## config.mk

```make
export PLATFORM = sky130hd
export DESIGN_NAME = delay_line_scheduler_flat
export DESIGN_NICKNAME = d
export VERILOG_FILES = /design/src/rtl/delay_line_scheduler_pkg.sv /design/src/rtl/delay_line_scheduler_if.sv /design/src/rtl/delay_line_scheduler.sv /design/src/flat_wrapper.sv
export SDC_FILE = /design/constraint.sdc
export NUM_CORES = 1
export LEC_CHECK = 0
export CORE_UTILIZATION = 35
export CTS_CLUSTER_DIAMETER = 50
export CTS_CLUSTER_SIZE = 24
export DETAILED_ROUTE_END_ITERATION = 7
export GPL_ROUTABILITY_DRIVEN = 0
export HOLD_SLACK_MARGIN = 0.15
export MAX_ROUTING_LAYER = met4
export SLEW_MARGIN = 10
export SYNTH_ARGS = -nofsm -noshare
export SYNTH_HDL_FRONTEND = slang
export SYNTH_SLANG_ARGS = --single-unit
```

## constraint.sdc

```tcl
create_clock -name bclk -period 7.34 [get_ports bclk]
set_input_delay 1.101 -clock bclk [delete_from_list [all_inputs] [get_ports bclk]]
set_output_delay 1.101 -clock bclk [all_outputs]
set_load 0.02 [all_outputs]
```

## src/rtl/delay_line_scheduler_pkg.sv

```systemverilog
// Shared types for the delay-line scheduler: sequencer states and tap-index sizing.
package delay_pkg;

  typedef enum logic [1:0] {
    IDLE  = 2'd0,
    WRITE = 2'd1,
    READ  = 2'd2,
    DRAIN = 2'd3
  } state_t;

  // Width of the tap index; kept at least one bit so a single-tap build still has a counter.
  function automatic int tap_idx_w(input int ntaps);
    return (ntaps > 1) ? $clog2(ntaps) : 1;
  endfunction

endpackage

```

## src/rtl/delay_line_scheduler_if.sv

```systemverilog
// Port bundle between the scheduler and the single-port delay-line RAM.
interface delay_line_scheduler_if #(
  parameter int BITSIZE = 24,
  parameter int ADDRLEN = 16
);
  logic [ADDRLEN-1:0] mem_addr;
  logic               mem_wren;
  logic [BITSIZE-1:0] mem_din;
  logic [BITSIZE-1:0] mem_dout;

  modport master (
    output mem_addr,
    output mem_wren,
    output mem_din,
    input  mem_dout
  );

  modport slave (
    input  mem_addr,
    input  mem_wren,
    input  mem_din,
    output mem_dout
  );
endinterface

```

## src/rtl/delay_line_scheduler.sv

```systemverilog
// One write plus NTAPS delayed reads of a circular delay line per audio frame.
//   state | meaning
//   IDLE  | waiting for an lrclk rise with enable
//   WRITE | incoming sample being written at wr_ptr
//   READ  | read address for tap k on the bus
//   DRAIN | waiting for the last tap's read data
module delay_line_scheduler
  import delay_pkg::*;
#(
  parameter int BITSIZE = 24,
  parameter int ADDRLEN = 16,
  parameter int NTAPS   = 2
) (
  input  logic                        bclk,
  input  logic                        reset,
  input  logic                        lrclk,
  input  logic                        enable,
  input  logic signed [BITSIZE-1:0]   sample_in,
  input  logic [NTAPS*ADDRLEN-1:0]    delay_cfg,
  delay_line_scheduler_if.master      mem,
  output logic [NTAPS*BITSIZE-1:0]    tap_out,
  output logic                        frame_done,
  output logic                        overrun
);

  localparam int KW = tap_idx_w(NTAPS);
  localparam logic [KW-1:0] LAST_TAP = KW'(NTAPS - 1);

  state_t             state, state_nxt;
  logic [KW-1:0]      k, k_nxt, k_plus1;
  logic               lrclk_q;
  logic [ADDRLEN-1:0] wr_ptr;
  logic [ADDRLEN-1:0] dly_q [NTAPS];

  logic               start_req, start;
  logic [ADDRLEN-1:0] addr_nxt;
  logic               wren_nxt;
  logic [BITSIZE-1:0] din_nxt;
  logic               issue;
  logic [KW-1:0]      issue_k;

  // Read-data return pipeline: address registered, RAM samples, then capture.
  logic               pend1_v, pend2_v;
  logic [KW-1:0]      pend1_k, pend2_k;

  assign start_req = lrclk & ~lrclk_q & enable;
  assign start     = start_req & (state == IDLE);
  assign k_plus1   = k + 1'b1;

  always_ff @(posedge bclk) begin
    if (reset) begin
      state <= IDLE;
      k     <= '0;
    end else begin
      state <= state_nxt;
      k     <= k_nxt;
    end
  end

  always_comb begin
    state_nxt = state;
    k_nxt     = k;
    case (state)
      IDLE: begin
        if (start) state_nxt = WRITE;
      end
      WRITE: begin
        state_nxt = READ;
        k_nxt     = '0;
      end
      READ: begin
        if (k == LAST_TAP) begin
          state_nxt = DRAIN;
        end else begin
          k_nxt = k_plus1;
        end
      end
      DRAIN: state_nxt = IDLE;
      default: state_nxt = IDLE;
    endcase
  end

  always_comb begin
    addr_nxt = mem.mem_addr;
    wren_nxt = 1'b0;
    din_nxt  = mem.mem_din;
    issue    = 1'b0;
    issue_k  = '0;
    case (state)
      IDLE: begin
        if (start) begin
          addr_nxt = wr_ptr;
          wren_nxt = 1'b1;
          din_nxt  = sample_in;
        end
      end
      WRITE: begin
        addr_nxt = wr_ptr - dly_q[0];
        issue    = 1'b1;
      end
      READ: begin
        if (k != LAST_TAP) begin
          addr_nxt = wr_ptr - dly_q[k_plus1];
          issue    = 1'b1;
          issue_k  = k_plus1;
        end
      end
      default: ;
    endcase
  end

  always_ff @(posedge bclk) begin
    if (reset) begin
      lrclk_q      <= 1'b0;
      wr_ptr       <= '0;
      mem.mem_addr <= '0;
      mem.mem_wren <= 1'b0;
      mem.mem_din  <= '0;
      tap_out      <= '0;
      frame_done   <= 1'b0;
      overrun      <= 1'b0;
      pend1_v      <= 1'b0;
      pend2_v      <= 1'b0;
      pend1_k      <= '0;
      pend2_k      <= '0;
      for (int i = 0; i < NTAPS; i++) dly_q[i] <= '0;
    end else begin
      lrclk_q      <= lrclk;
      mem.mem_addr <= addr_nxt;
      mem.mem_wren <= wren_nxt;
      mem.mem_din  <= din_nxt;
      frame_done   <= 1'b0;
      pend1_v      <= issue;
      pend1_k      <= issue_k;
      pend2_v      <= pend1_v;
      pend2_k      <= pend1_k;

      if (start_req && state != IDLE) overrun <= 1'b1;

      if (start) begin
        for (int i = 0; i < NTAPS; i++) dly_q[i] <= delay_cfg[i*ADDRLEN +: ADDRLEN];
      end

      if (pend2_v) begin
        tap_out[pend2_k*BITSIZE +: BITSIZE] <= mem.mem_dout;
        // wr_ptr only advances once every tap of this frame has used it.
        if (pend2_k == LAST_TAP) begin
          wr_ptr     <= wr_ptr + 1'b1;
          frame_done <= 1'b1;
        end
      end
    end
  end

endmodule

```

## src/flat_wrapper.sv

```systemverilog
// flat-port wrapper written by rule: the top's interface ports become plain ports
module delay_line_scheduler_flat import delay_pkg::*;
#(
  parameter int BITSIZE = 24,
  parameter int ADDRLEN = 16,
  parameter int NTAPS   = 2
)
  (bclk, reset, lrclk, enable, sample_in, delay_cfg, tap_out, frame_done, overrun, mem_mem_addr, mem_mem_wren, mem_mem_din, mem_mem_dout);
  delay_line_scheduler_if #(.BITSIZE(BITSIZE), .ADDRLEN(ADDRLEN)) mem_i ();
  input  logic bclk;
  input  logic reset;
  input  logic lrclk;
  input  logic enable;
  input  logic signed [BITSIZE-1:0] sample_in;
  input  logic [NTAPS*ADDRLEN-1:0] delay_cfg;
  output logic [NTAPS*BITSIZE-1:0] tap_out;
  output logic frame_done;
  output logic overrun;
  output wire logic [$bits(mem_i.mem_addr)-1:0] mem_mem_addr;
  output wire logic [$bits(mem_i.mem_wren)-1:0] mem_mem_wren;
  output wire logic [$bits(mem_i.mem_din)-1:0] mem_mem_din;
  input wire logic [$bits(mem_i.mem_dout)-1:0] mem_mem_dout;
  assign mem_mem_addr = mem_i.mem_addr;
  assign mem_mem_wren = mem_i.mem_wren;
  assign mem_mem_din = mem_i.mem_din;
  assign mem_i.mem_dout = mem_mem_dout;
  delay_line_scheduler #(.BITSIZE(BITSIZE), .ADDRLEN(ADDRLEN), .NTAPS(NTAPS)) u_core (.bclk(bclk), .reset(reset), .lrclk(lrclk), .enable(enable), .sample_in(sample_in), .delay_cfg(delay_cfg), .mem(mem_i), .tap_out(tap_out), .frame_done(frame_done), .overrun(overrun));
endmodule
```

# [Yosys cells after proc, flatten, opt, wreduce, memory -nomap -nowiden]
# Memories as Yosys holds them, arrays and structs flattened.
# Index checks and enable logic that the tools add are counted.
[word_totals] register_bits=115 ram_bits=32 in_bits=84 output_inout_bits=91 word_cells=69 memories=1
[op_classes] addsub=5 mul=1 n_eq_ne=6 shift=2 mux=19 n_bitwise=9 reduce_logical=12
[mem_list] memory="u_core.dly_q" words=2 width=16 rd=2 rd_clocked_by_memory_dff=0 wr=2 line_no="delay_line_scheduler.sv:33" source="logic [ADDRLEN-1:0] dly_q [NTAPS];"
[ops] cell="16-bit 2-to-1 mux" count=4
[ops] cell="48-bit bitwise mux" count=1
[ops] cell="16-bit one-hot mux with 3 select lines" count=1
[ops] cell="24-bit by 34-bit variable shift with 48-bit output (first input constant)" count=1
[ops] cell="24-bit by 34-bit variable part select with 48-bit output" count=1
[ops] cell="6-bit negation with 34-bit output" count=1
[ops] cell="16-bit subtractor" count=2
[ops] cell="16-bit by 1-bit adder with 16-bit output (second input constant)" count=1
[ops] cell="1-bit 2-to-1 mux" count=8
[ops] cell="2-bit one-hot mux with 4 select lines" count=1
[ops] cell="2-bit AND reduction" count=3
[ops] cell="2-bit == test (second input constant)" count=2
[ops] cell="2-bit 2-to-1 mux" count=2
[ops] cell="2-bit by 1-bit != test with 1-bit output (second input constant)" count=2
[ops] cell="1-bit inverter" count=4
[ops] cell="1-bit one-hot mux with 2 select lines" count=2
[ops] cell="2-bit nonzero test" count=2
[ops] cell="2-bit OR reduction" count=2
[ops] cell="1-bit AND" count=3
[ops] cell="1-bit by 2-bit multiplier with 3-bit output (second input constant)" count=1
[ops] cell="3-bit AND reduction" count=1
[ops] cell="3-bit nonzero test" count=1
[ops] cell="3-bit OR reduction" count=1
[ops] cell="2-bit by 1-bit == test with 1-bit output (second input constant)" count=1
[ops] cell="other kinds (5)" count=6

# [Longest topological paths before layout]
[logic_depth] ltp_word=8 depth_mapped=14

# [Worst setup path before layout]
# OpenSTA, ideal clock, no wires.
[synth_timing] path_type="register to register" startpoint="register u_core.state[0]" endpoint="register u_core.mem.mem_addr[14]" t_arrival_ps=3083 required_ps=7249 slack_ps=4166 path_stages_with_launch=14 path_buffers=2 path_cell_list="dfxtp_1 inv_1 ha_1 nand2b_1 clkbuf_1 buf_2 mux2i_1 fa_1 a21oi_1 o211ai_2 a41oi_2 a31oi_1 xnor2_1 a311oi_1"
[synth_between] elab_chain_cells=4 elab_cells_between_ends=9
[synth_lines] element="start, declared" line_no="delay_line_scheduler.sv:29" source="state_t state, state_nxt;"
[synth_lines] element="start signal, assigned" line_no="delay_line_scheduler.sv:55" source="state <= state_nxt;"
[synth_lines] element="2-bit zero test" line_no="delay_line_scheduler.sv:47, delay_line_scheduler.sv:89"
[synth_lines] element="1-bit AND" line_no="delay_line_scheduler.sv:47" source="assign start = start_req & (state == IDLE);"
[synth_lines] element="2-bit by 1-bit != test with 1-bit output (no line)"
[synth_lines] element="3-bit AND reduction (no line)"
[synth_lines] element="end signal, assigned" line_no="delay_line_scheduler.sv:129" source="mem.mem_addr <= addr_nxt;"
[synth_lines] element="end, declared" line_no="delay_line_scheduler_if.sv:12" source="output mem_addr,"
# Parallel ways exist; a longest one is shown, timed or not.
# A chain may end at the register's enable or synchronous reset.

==> flow_metrics.tcl <==
set metrics [dict create \
    status "finished, final reports clean" \
    antenna_found_initial 0 \
    cp-start-kind "input port" \
    fin_util_pct 50.1 \
    grt_pass1_wl_mm 24.4 \
    vias 5076 \
    dieArea_um2 18300 \
    grt_usage_pct 17.5 \
    relSlewSlack_pct 22.9 \
    power.ir.vdd_worst_mv 0.166 \
    core_area_um2 17400 \
    cts_tree "built" \
    fin_setup_tns_ns 0 \
    antenna_cells 0 \
    fin_cells 1044 \
    fin_area_um2 8700 \
    placed_area_um2 8110 \
    cts_sinks 147 \
    clk_latency_ns 0.42 \
    mostFrequentLayoutCells "clkdlybuf4s50_1 (173), nand2_1 (127), dfxtp_1 (115)" \
    die_y_um 135 \
    worstPathRequired_ns 7.28 \
    final_common_cell "clkdlybuf4s50_1" \
    setup_viol 0 \
    ctsRootBufferMaster "clkbuf_16" \
    arrival_ns 3.42 \
    overflow 0 \
    yosysWarningCount 0 \
    synth_area_um2 6230 \
    ys_seq_area_share_pct 52.4 \
    final_nets 913 \
    numCtsBuffers 17 \
    drive_above_1_share_pct 5.25 \
    cap_violations 0 \
    drtIter0Drc 248 \
    synth-main-ff-cell "dfxtp_1" \
    leakage_nw 3.23 \
    critPathMaxFanout 32 \
    dpl.hpwl_mm 10.7 \
    die_w_um 135 \
    hold_viol 0 \
    io_buffer_count 174 \
    first_pass_iters 4 \
    worstSetupPathType "in -> reg" \
    slew_viol_final 0 \
    syn-num-nets 755 \
    ys_types 47 \
    worst_pin_slew_ns 1.16 \
    p_per_area_nw_per_um2 279 \
    synth-edff-count 32 \
    h-tree-depth 4 \
    wire_per_inst_um 14.6 \
    fin_crit_sh_pct 47.3 \
    ctsLongestPathBuffers 2 \
    hold_path.class "reg -> reg" \
    drc 0 \
    postRouteAntennaNets 0 \
    grt_max_degree 94 \
    max_freq_mhz 288 \
    start_util_pct 35.9 \
    syn_avg_cell_area_um2 9.62 \
    rows 48 \
    skew_ns 0.00679 \
    post_cts_resized 0 \
    placedCellCount 1012 \
    grt_pass1_vias 4955 \
    syn_inst 648 \
    synthArstFlopShare_pct 0 \
    clk_pin_slew_ns 0.06 \
    area_delta_synth_final_pct 39.6 \
    vias_per_cell 4.86 \
    endpoint_kind "flop" \
    postCtsSetupBuffers 0 \
    synth_seq_cells 147 \
    io_pins 175 \
    post-route-min-period_ns 3.47 \
    rsz0062_at_grt "no" \
    hold_buffers 0 \
    wirelength_mm 15.3 \
]
-- metrics by stage --
step	power, W	setup slack (ns)	hold slack, ns
2_1_floorplan	0.00137	4.17	0.414
6_report	0.00243	3.87	0.438
3_5_place_dp	0.00159	3.31	0.430
4_1_cts	0.00245	3.77	0.444
3_3_place_gp	0.00157	3.49	0.421
5_1_grt	0.00255	3.58	0.464
-- registers in the layout, indices dropped and copies added, names as in the netlist --
signal and count:
u_core.lrclk_q 1, u_core.overrun 1, u_core.mem.mem_din 24, u_core.tap_out 48, u_core.wr_ptr 16, u_core.k 1
u_core.state 2, u_core.pend2_k 1, u_core.mem.mem_addr 16, u_core.pend1_v 1, u_core.pend1_k 1, u_core.pend2_v 1
u_core.frame_done 1, u_core.mem.mem_wren 1, u_core.dly_q 32
-- worst paths after layout --
path	from	endpoint	slack, ns	cells past startpoint
setup reg to reg	u_core.state[0]$_SDFFE_PP0P_	u_core.mem.mem_addr[12]$_SDFFE_PP0P_	4.02	14
hold / removal	u_core.pend1_k$_SDFF_PP0_	u_core.pend2_k$_SDFF_PP0_	0.44	1
hold reg to reg	u_core.pend1_k$_SDFF_PP0_	u_core.pend2_k$_SDFF_PP0_	0.44	1
setup / recovery	lrclk	u_core.dly_q[0][3]$_SDFFCE_PN0P_	3.87	5
-- synthesized netlist by cell type (all sizes together) (6+ instances only) --
| cell type | count | share of area (%) |
|---|---|---|
| nor2 | 34 | 2.0 |
| mux2i | 23 | 3.7 |
| dfxtp | 115 | 37 |
| a21oi | 74 | 5.9 |
| clkbuf | 29 | 1.7 |
| ha | 22 | 4.4 |
| nor2b | 6 | 0.60 |
| buf | 10 | 1.1 |
| a211oi | 9 | 1.1 |
| o21ai | 11 | 0.88 |
| a22o | 24 | 3.4 |
| and2 | 37 | 3.7 |
| inv | 7 | 0.42 |
| nand3 | 9 | 0.72 |
| nand2 | 127 | 7.7 |
| xnor2 | 13 | 1.8 |
| edfxtp | 32 | 15 |
| xor2 | 13 | 1.8 |
-- power by group --
group	total, W	internal [W]	switching, W	leakage (nW)
Clock	0.000860	0.000522	0.000338	0.292
Sequential	0.000953	0.000909	0.0000443	1.27
Combinational	0.000616	0.000274	0.000342	1.67
Total	0.00243	0.00171	0.000724	3.23
-- final cells by class --
| class | count | area (µm²) |
|---|---|---|
| clock buffers | 21 | 462 |
| clock inverters | 11 | 124 |
| fillers | 1566 | 8660 |
| inverters | 7 | 26.3 |
| multi-input cells | 455 | 2770 |
| flip-flops and latches | 147 | 3260 |
| well taps | 225 | 282 |
| repair buffers | 178 | 1770 |
-- kinds of logic after synthesis --
family	Yosys count	share of synthesized area (%)
multiplexers	24	3.88
AO/OA/AOI/OAI	140	14.3
flip-flops	147	52.4
adder cells (fa/ha/maj)	23	4.74
buffers and inverters	46	3.29
AND/OR/NAND/NOR	242	17.8
XOR/XNOR	26	3.65
-- metal layers --
layer,global-route usage (%),part of all wire (%),vias to the layer above
li1,-,-,2550
met2,27.9,46,160
met1,21.4,46,2336
met3,3.74,5.4,30
met4,7.30,2.2,0
met5,-,0,-
-- worst max-delay path, stage by stage --
cell	delay, ns
clkdlybuf4s50_1	0.45
nand2_1	0.08
nor2_1	0.06
a21oi_2	0.84
inv_1	0.87
Power figures use the tool's default switching activity.
